==> src/rtl/divider_pkg.sv <==
// Shared types and constants for the sequential signed divider.
// Holds the FSM encoding, iteration-counter width and divide-by-zero constant.
package divider_pkg;

  localparam int DIV_WIDTH = 8;
  localparam int CNT_W     = $clog2(DIV_WIDTH) + 1;

  localparam logic [DIV_WIDTH-1:0] DIV0_QUOTIENT = 8'hFF;

  typedef enum logic [1:0] {
    IDLE = 2'd0,
    CALC = 2'd1,
    SIGN = 2'd2
  } state_t;

  // Unsigned magnitude of a two's-complement value; -128 maps to 8'h80.
  function automatic logic [DIV_WIDTH-1:0] magnitude(input logic [DIV_WIDTH-1:0] v);
    return v[DIV_WIDTH-1] ? (~v + 1'b1) : v;
  endfunction

endpackage

==> src/rtl/divider_if.sv <==
// Request/result bundle between ALU control and the divider.
// The master issues START with operands; the slave returns results and status.
interface divider_if
  import divider_pkg::*;
#(
  parameter int WIDTH = DIV_WIDTH
);
  logic             start;
  logic [WIDTH-1:0] dividend;
  logic [WIDTH-1:0] divisor;
  logic [WIDTH-1:0] quotient;
  logic [WIDTH-1:0] remainder;
  logic             busy;
  logic             done;
  logic             div0;

  modport master (
    output start, dividend, divisor,
    input  quotient, remainder, busy, done, div0
  );

  modport slave (
    input  start, dividend, divisor,
    output quotient, remainder, busy, done, div0
  );
endinterface

==> src/rtl/divider_div_step.sv <==
// One restoring shift-subtract iteration on unsigned magnitudes.
// Produces the next partial remainder and the quotient bit for this step.
module div_step
  import divider_pkg::*;
#(
  parameter int WIDTH = DIV_WIDTH
) (
  input  logic [WIDTH-1:0] rem,
  input  logic             in_bit,
  input  logic [WIDTH-1:0] divisor,
  output logic [WIDTH-1:0] rem_next,
  output logic             q_bit
);

  logic [WIDTH:0] shifted;
  logic [WIDTH:0] diff;

  // The extra top bit acts as the borrow: a set MSB means the trial went negative.
  always_comb begin
    shifted  = {rem, in_bit};
    diff     = shifted - {1'b0, divisor};
    q_bit    = ~diff[WIDTH];
    rem_next = q_bit ? diff[WIDTH-1:0] : shifted[WIDTH-1:0];
  end

endmodule

==> src/rtl/divider.sv <==
// Sequential signed divider: IDLE captures magnitudes, CALC runs WIDTH restoring
// iterations, SIGN applies operand signs and registers the results with DONE.
module divider
  import divider_pkg::*;
#(
  parameter int WIDTH = DIV_WIDTH
) (
  input  logic     clk,
  input  logic     rst,
  divider_if.slave bus
);

  localparam logic [CNT_W-1:0] LAST_ITER = CNT_W'(WIDTH - 1);

  state_t           state_q, state_d;
  logic [CNT_W-1:0] cnt_q, cnt_d;
  logic [WIDTH-1:0] dvd_q, dvd_d;      // dividend magnitude, becomes the quotient
  logic [WIDTH-1:0] dsr_q, dsr_d;
  logic [WIDTH-1:0] rem_q, rem_d;
  logic [WIDTH-1:0] raw_q, raw_d;      // dividend as captured, for the zero-divisor case
  logic             neg_quot_q, neg_quot_d;
  logic             neg_rem_q, neg_rem_d;
  logic             zero_q, zero_d;
  logic [WIDTH-1:0] quot_out_q, quot_out_d;
  logic [WIDTH-1:0] rem_out_q, rem_out_d;
  logic             done_q, done_d;
  logic             div0_q, div0_d;

  logic [WIDTH-1:0] step_rem;
  logic             step_q;

  div_step #(.WIDTH(WIDTH)) u_step (
    .rem      (rem_q),
    .in_bit   (dvd_q[WIDTH-1]),
    .divisor  (dsr_q),
    .rem_next (step_rem),
    .q_bit    (step_q)
  );

  // NOTE: every signal gets its hold value first so no path through the case
  // leaves one unassigned, which would infer a latch.
  always_comb begin
    state_d    = state_q;
    cnt_d      = cnt_q;
    dvd_d      = dvd_q;
    dsr_d      = dsr_q;
    rem_d      = rem_q;
    raw_d      = raw_q;
    neg_quot_d = neg_quot_q;
    neg_rem_d  = neg_rem_q;
    zero_d     = zero_q;
    quot_out_d = quot_out_q;
    rem_out_d  = rem_out_q;
    div0_d     = div0_q;
    done_d     = 1'b0;

    unique case (state_q)
      IDLE: begin
        if (bus.start) begin
          dvd_d      = magnitude(bus.dividend);
          dsr_d      = magnitude(bus.divisor);
          raw_d      = bus.dividend;
          neg_quot_d = bus.dividend[WIDTH-1] ^ bus.divisor[WIDTH-1];
          neg_rem_d  = bus.dividend[WIDTH-1];
          zero_d     = (bus.divisor == '0);
          rem_d      = '0;
          cnt_d      = '0;
          state_d    = CALC;
        end
      end

      CALC: begin
        rem_d = step_rem;
        dvd_d = {dvd_q[WIDTH-2:0], step_q};
        cnt_d = cnt_q + CNT_W'(1);
        if (cnt_q == LAST_ITER) begin
          state_d = SIGN;
        end
      end

      SIGN: begin
        if (zero_q) begin
          quot_out_d = DIV0_QUOTIENT;
          rem_out_d  = raw_q;
        end else begin
          quot_out_d = neg_quot_q ? (~dvd_q + 1'b1) : dvd_q;
          rem_out_d  = neg_rem_q  ? (~rem_q + 1'b1) : rem_q;
        end
        div0_d  = zero_q;
        done_d  = 1'b1;
        state_d = IDLE;
      end

      default: state_d = IDLE;
    endcase
  end

  // NOTE: state registers use non-blocking assignment so every flop samples
  // the pre-edge value of the others, matching real hardware.
  always_ff @(posedge clk or posedge rst) begin
    if (rst) begin
      state_q    <= IDLE;
      cnt_q      <= '0;
      dvd_q      <= '0;
      dsr_q      <= '0;
      rem_q      <= '0;
      raw_q      <= '0;
      neg_quot_q <= 1'b0;
      neg_rem_q  <= 1'b0;
      zero_q     <= 1'b0;
      quot_out_q <= '0;
      rem_out_q  <= '0;
      done_q     <= 1'b0;
      div0_q     <= 1'b0;
    end else begin
      state_q    <= state_d;
      cnt_q      <= cnt_d;
      dvd_q      <= dvd_d;
      dsr_q      <= dsr_d;
      rem_q      <= rem_d;
      raw_q      <= raw_d;
      neg_quot_q <= neg_quot_d;
      neg_rem_q  <= neg_rem_d;
      zero_q     <= zero_d;
      quot_out_q <= quot_out_d;
      rem_out_q  <= rem_out_d;
      done_q     <= done_d;
      div0_q     <= div0_d;
    end
  end

  assign bus.quotient  = quot_out_q;
  assign bus.remainder = rem_out_q;
  assign bus.div0      = div0_q;
  assign bus.done      = done_q;
  assign bus.busy      = (state_q != IDLE);

endmodule

==> src/flat_wrapper.sv <==
// flat-port wrapper written by rule: the top's interface ports become plain ports
module divider_flat import divider_pkg::*;
#(
  parameter int WIDTH = DIV_WIDTH
)
  (clk, rst, bus_start, bus_dividend, bus_divisor, bus_quotient, bus_remainder, bus_busy, bus_done, bus_div0);
  divider_if #(.WIDTH(WIDTH)) bus_i ();
  input  logic clk;
  input  logic rst;
  input wire logic [$bits(bus_i.start)-1:0] bus_start;
  input wire logic [$bits(bus_i.dividend)-1:0] bus_dividend;
  input wire logic [$bits(bus_i.divisor)-1:0] bus_divisor;
  output wire logic [$bits(bus_i.quotient)-1:0] bus_quotient;
  output wire logic [$bits(bus_i.remainder)-1:0] bus_remainder;
  output wire logic [$bits(bus_i.busy)-1:0] bus_busy;
  output wire logic [$bits(bus_i.done)-1:0] bus_done;
  output wire logic [$bits(bus_i.div0)-1:0] bus_div0;
  assign bus_i.start = bus_start;
  assign bus_i.dividend = bus_dividend;
  assign bus_i.divisor = bus_divisor;
  assign bus_quotient = bus_i.quotient;
  assign bus_remainder = bus_i.remainder;
  assign bus_busy = bus_i.busy;
  assign bus_done = bus_i.done;
  assign bus_div0 = bus_i.div0;
  divider #(.WIDTH(WIDTH)) u_core (.clk(clk), .rst(rst), .bus(bus_i));
endmodule
==> config.mk <==
export PLATFORM = sky130hd
export DESIGN_NAME = divider_flat
export DESIGN_NICKNAME = d
export VERILOG_FILES = /design/src/rtl/divider_pkg.sv /design/src/rtl/divider_if.sv /design/src/rtl/divider_div_step.sv /design/src/rtl/divider.sv /design/src/flat_wrapper.sv
export SDC_FILE = /design/constraint.sdc
export NUM_CORES = 1
export LEC_CHECK = 0
export ABC_AREA = 0
export BUFFER_PORTS_ARGS = -buffer_cell sky130_fd_sc_hd__buf_2
export CAP_MARGIN = 30
export CORE_MARGIN = 3
export CORE_UTILIZATION = 52
export DETAILED_ROUTE_END_ITERATION = 7
export HOLD_SLACK_MARGIN = 0.15
export PLACE_DENSITY = 0.71
export RECOVER_POWER = 25
export SKIP_CTS_REPAIR_TIMING = 1
export SYNTH_ARGS = -nofsm -noshare
export SYNTH_HDL_FRONTEND = slang
export SYNTH_SLANG_ARGS = --single-unit
==> constraint.sdc <==
create_clock -name clk -period 3.1 [get_ports clk]
set_input_delay 0.31 -clock clk [delete_from_list [all_inputs] [get_ports clk]]
set_output_delay 0.31 -clock clk [all_outputs]
set_load 0.01 [all_outputs]
* Yosys cells after proc, flatten, opt, wreduce, memory -nomap -nowiden
Cells that the tools add are included.
** Operators by class
- $add $sub $neg :: 6
- Bitwise operators :: 6
- Reduce and logical (&&, ||, !) cells :: 7
- Equal/unequal tests :: 5
- Muxes and demuxes :: 17
** Operator list (count)
- $mux W8 :: 9
- $add A8 B1 Y8 const B :: 4
- $not A8 Y8 :: 4
- $pmux W8 S2 :: 2
- $sub A9 B8 Y9 :: 1
- $logic_not A8 Y1 :: 1
- $pmux W4 S2 :: 1
- $reduce_and A2 Y1 :: 3
- $add A4 B1 Y4 const B :: 1
- $eq A4 B3 Y1 const B :: 1
- $mux W2 :: 2
- $mux W4 :: 1
- $pmux W2 S2 :: 1
- $reduce_bool A2 Y1 :: 2
- $eq A2 B1 Y1 const B :: 1
- $eq A2 B2 Y1 const B :: 1
- $logic_not A2 Y1 :: 1
- $ne A2 B1 Y1 const B :: 1
- $ne A2 B2 Y1 const B :: 1
- $mux W1 :: 1
- $not A1 Y1 :: 1
- $xor A1 B1 Y1 :: 1
** Word-level totals
- Input port bits :: 19
- Register bits after elaboration :: 59
- Logic and storage cells :: 54
- Output and inout bits :: 19

* Logic depth before layout (Yosys ltp)
- Depth in word-level cells :: 5
- Mapped depth :: 10

* Hierarchy
From an unflattened synthesis, not the netlist that was laid out.
** Unflattened totals
- Cell total of the unflattened synthesis :: 375
- Area total of the unflattened synthesis :: 3395.8 um^2
** By module, submodules not included
- divider :: seq. area each 1451.4 um^2, area each 2910.3 um^2, cells each 317, instances 1
- div_step :: seq. area each 0.0 um^2, area each 485.5 um^2, cells each 58, instances 1

* Worst setup path after synthesis
OpenSTA, ideal clock, no wires.
- Kind :: register -> register
- From :: reg u_core.dvd_q[7]
- To :: reg u_core.rem_q[1]
- Data required time :: 2.968 ns
- Slack :: 0.774 ns
- Library setup time :: 0.132 ns
- Stages on the path, launching flop included :: 11
- Data arrival time :: 2.194 ns
- Cells stage by stage :: dfrtp_1 -> inv_1 -> ha_1 -> inv_1 -> fa_1 -> a211oi_4 -> o211ai_2 -> a221oi_2 -> buf_6 -> mux2i_1 -> o21ai_1
** Between the ends
- Longest elaborated chain between the ends :: 3
** Ends and longest elaborated chain
- start, declared :: RTL line divider.sv:17 : logic [WIDTH-1:0] dvd_q, dvd_d;
- start signal, assigned :: RTL line divider.sv:118 : dvd_q <= dvd_d;
- $sub A9 B8 Y9 :: RTL line divider_div_step.sv:21 : diff = shifted - {1'b0, divisor};
- $mux W8 :: RTL line divider_div_step.sv:23 : rem_next = q_bit ? diff[WIDTH-1:0] : shifted[WIDTH-1:0];
- $pmux W8 S2 :: RTL line divider.sv:57 : unique case (state_q)
- end signal, assigned :: RTL line divider.sv:120 : rem_q <= rem_d;
- end, declared :: RTL line divider.sv:19 : logic [WIDTH-1:0] rem_q, rem_d;
Every way passes these cells.
A chain may end at the register's enable or synchronous reset.

* Final worst setup path
Ends and elaborated chain as after synthesis.

==> impl_metrics.py <==
metrics = {
    "outcome": {
        "status": "completed",
    },
    "critical_path": {
        "setup.worst_path.class": "flop to flop",
        "worstPathMaxFanout": 11,
        "start_kind": "flop",
        "arrival_ns": 2.69,
        "crit_required_ns": 3.29,
        "end_kind": "flop",
    },
    "synth": {
        "synth_top_cell_area_share_pct": 43.46,
        "synth_cell_types": 48,
        "synth_top_area_cell": "dfrtp_1",
        "yosys_register_bits": 58,
        "synth_common_cells": "nand2_1 (60), dfrtp_1 (58), o21ai_0 (34)",
        "synth_area_um2": 3339,
        "netlist_instances": 377,
        "ys_warn_count": 0,
        "synth.most_common_cell": "nand2_1",
        "syn_area_per_cell_um2": 8.858,
        "synth_ff_type": "dfrtp_1",
        "yosysSeqAreaShare_pct": 43.46,
        "synthTopCellsByArea": "dfrtp_1 (43%), nand2_1 (6.7%), o21ai_0 (5.1%), ha_1 (4.9%), xor2_1 (4.5%)",
        "synth-edff-count": 0,
        "syn_nets": 410,
        "async_reset_ff_share_pct": 100.0,
    },
    "place": {
        "gp_congestion": 0.8404,
        "io_buffers": 37,
        "place_inst": 476,
        "hpwl_um": 5444,
    },
    "grt": {
        "grt_max_degree": 45,
        "track_usage_pct": 22.38,
        "grt_pass1_wl_um": 12790,
        "grt_pass1_vias": 2717,
        "gr-total-overflow": 0,
        "antenna_found_initial": 0,
    },
    "clock_tree": {
        "insertion_delay_ns": 0.35,
        "clockBufferDepth": 2,
        "cts.sinks": 58,
        "clkTransAtPathRegs_ns": 0.07,
        "h-tree-depth": 3,
        "cts_root_buffer": "clkbuf_8",
        "cts_tree": "done",
        "numCtsBuffers": 9,
    },
    "timing": {
        "finalCriticalPeriod_ns": 2.496,
        "fin_crit_sh_pct": 80.51,
        "max_freq_ghz": 0.4007,
        "maxSlewViolCount": 0,
        "hold_viol": 0,
        "tns_ns": 0,
        "setup_viol_count_final": 0,
        "relSlewSlack_pct": 49.19,
        "rsz0062_at_grt": "false",
        "worstMarginPinSlew_ns": 0.7622,
        "skew_ns": 0.008372,
    },
    "flow_run": {
        "drv_cap": 0,
    },
    "power_and_ir_drop": {
        "intPower_mw": 2.563,
        "combPwrFrac_pct": 50.5,
        "clockPowerShare_pct": 18.1,
        "irDropWorstVdd_v": 0.0006075,
        "leakage_nw": 1.760,
        "cellPowerDensity_nw_per_um2": 1175,
        "swShare_pct": 42.54,
        "power_switching_mw": 1.898,
        "p_seq_share_pct": 31.4,
    },
    "die": {
        "dieArea_um2": 7419,
        "die_x_um": 86.14,
        "fp-row-count": 28,
        "core-area_um2": 6061,
        "fp.dieH_um": 86.14,
        "initial_core_util_pct": 55.10,
        "io-pin-count": 38,
    },
    "layout": {
        "area_delta_synth_final_pct": 13.68,
        "drive_gt1_share_pct": 11.24,
        "fin_nets": 446,
        "final_cells": 493,
        "num_antenna_cells": 0,
    },
    "drt": {
        "drtAntennaViolNets": 0,
        "post_drt_via_cell_ratio": 5.609,
        "drt_iter0_markers": 244,
        "route.vias.total": 2765,
        "wl_per_cell_um": 15.18,
        "wl_um": 7485,
        "firstDrtPassIters": 4,
        "drc": 0,
    },
    "hold_path": {
        "hold_path.class": "input port to flop",
    },
}
stage by stage:
| step | power, mW | area [um^2] | worst slack, ns | hold WS [ns] | util, % |
|---|---|---|---|---|---|
| 2_1_floorplan | 3.164 | 3339 | 0.7741 | 0.4154 | - |
| 3_3_place_gp | 3.603 | 3580 | 0.7107 | 0.2796 | 59.06 |
| 3_5_place_dp | 3.690 | 3580 | 0.6065 | 0.2864 | 59.06 |
| 4_1_cts | 4.514 | 3809 | 0.5969 | -0.09349 | 62.84 |
| 5_1_grt | 4.872 | 3796 | 0.4927 | 0.2244 | 62.63 |
| 6_report | 4.461 | 3796 | 0.6042 | 0.2293 | 62.63 |
path summary, 6_finish.rpt:
path,from,end,slack [ns],depth (start not counted)
worst max register to register,u_core.dvd_q[7],u_core.rem_q[1],0.60,10
worst max-delay path,u_core.dvd_q[7],u_core.rem_q[1],0.60,10
worst min-delay path,bus_dividend[3],u_core.raw_q[3],0.23,3
max in group asynchronous,rst,u_core.dsr_q[0],1.55,4
min in group asynchronous,rst,u_core.bus.remainder[2],0.56,3
worst min register to register,u_core.raw_q[5],u_core.raw_q[5],0.47,2
cell type report:
class                      count  area [um^2]
clock inverter                 4        73.82
inverter                      24        90.09
tap                           75        93.84
sequential                    58         1451
clock buffer                  12        155.1
timing repair buffer          43        210.2
multi-input combinational    277         1722
fill                         545         2265
logic make-up (layout without fill, tap and decap cells):
logic type               after synthesis  in the layout  synth area share, %
buffers and inverters                 42             83                4.983
adder cells (fa/ha/maj)               14             14                5.470
AO/OA/AOI/OAI                         94             94                17.68
AND/OR/NAND/NOR                      129            129                17.38
flip-flops                            58             58                43.46
XOR/XNOR                              26             26                6.819
multiplexers                          14             14                4.196
cells in the final DEF (no fill, tap or decap), drive strengths merged, types with 5 or more instances in the layout:
cell type,n
clkbuf,30
buf,24
o31ai,5
mux2i,14
xor2,17
nand2,60
nor2,28
nand3,11
a21oi,20
dfrtp,58
ha,13
o21ai,42
nand2b,7
inv,24
o211ai,5
xnor2,9
worst max-delay path, stage by stage (launching register included):
cell	delay [ns]
dfrtp_1	0.37
inv_1	0.10
ha_1	0.17
inv_1	0.05
fa_1	0.43
a211oi_4	0.29
o211ai_2	0.13
a221oi_2	0.25
buf_4	0.24
mux2i_1	0.23
o21ai_1	0.09
layer usage:
metal  GRT usage [%]  vias to the layer above  share of wire (%)
met4           11.51                        0                1.7
met1           29.19                     1309                 45
met5               0                        -                  0
met2           35.60                       73                 49
li1                -                     1372                  -
met3           3.939                       11                4.7
flip-flops by register name, indices dropped and copies added, names as in the netlist:
register	count
u_core.rem_q	8
u_core.neg_rem_q	1
u_core.bus.quotient	8
u_core.dvd_q	8
u_core.cnt_q	4
u_core.zero_q	1
u_core.neg_quot_q	1
u_core.bus.remainder	8
u_core.bus.done	1
u_core.dsr_q	8
u_core.raw_q	7
u_core.bus.div0	1
u_core.state_q	2
power by group through the flow:
| stage | registers, mW | clock network, mW | logic (mW) |
|---|---|---|---|
| 5_1_grt | 1.45 | 0.854 | 2.56 |
| 3_3_place_gp | 1.39 | 0 | 2.21 |
| 3_5_place_dp | 1.41 | 0 | 2.28 |
| 4_1_cts | 1.40 | 0.825 | 2.29 |
| 2_1_floorplan | 1.35 | 0 | 1.82 |
| 6_report | 1.40 | 0.807 | 2.25 |
Note: power is estimated with default switching activity, not from simulation.
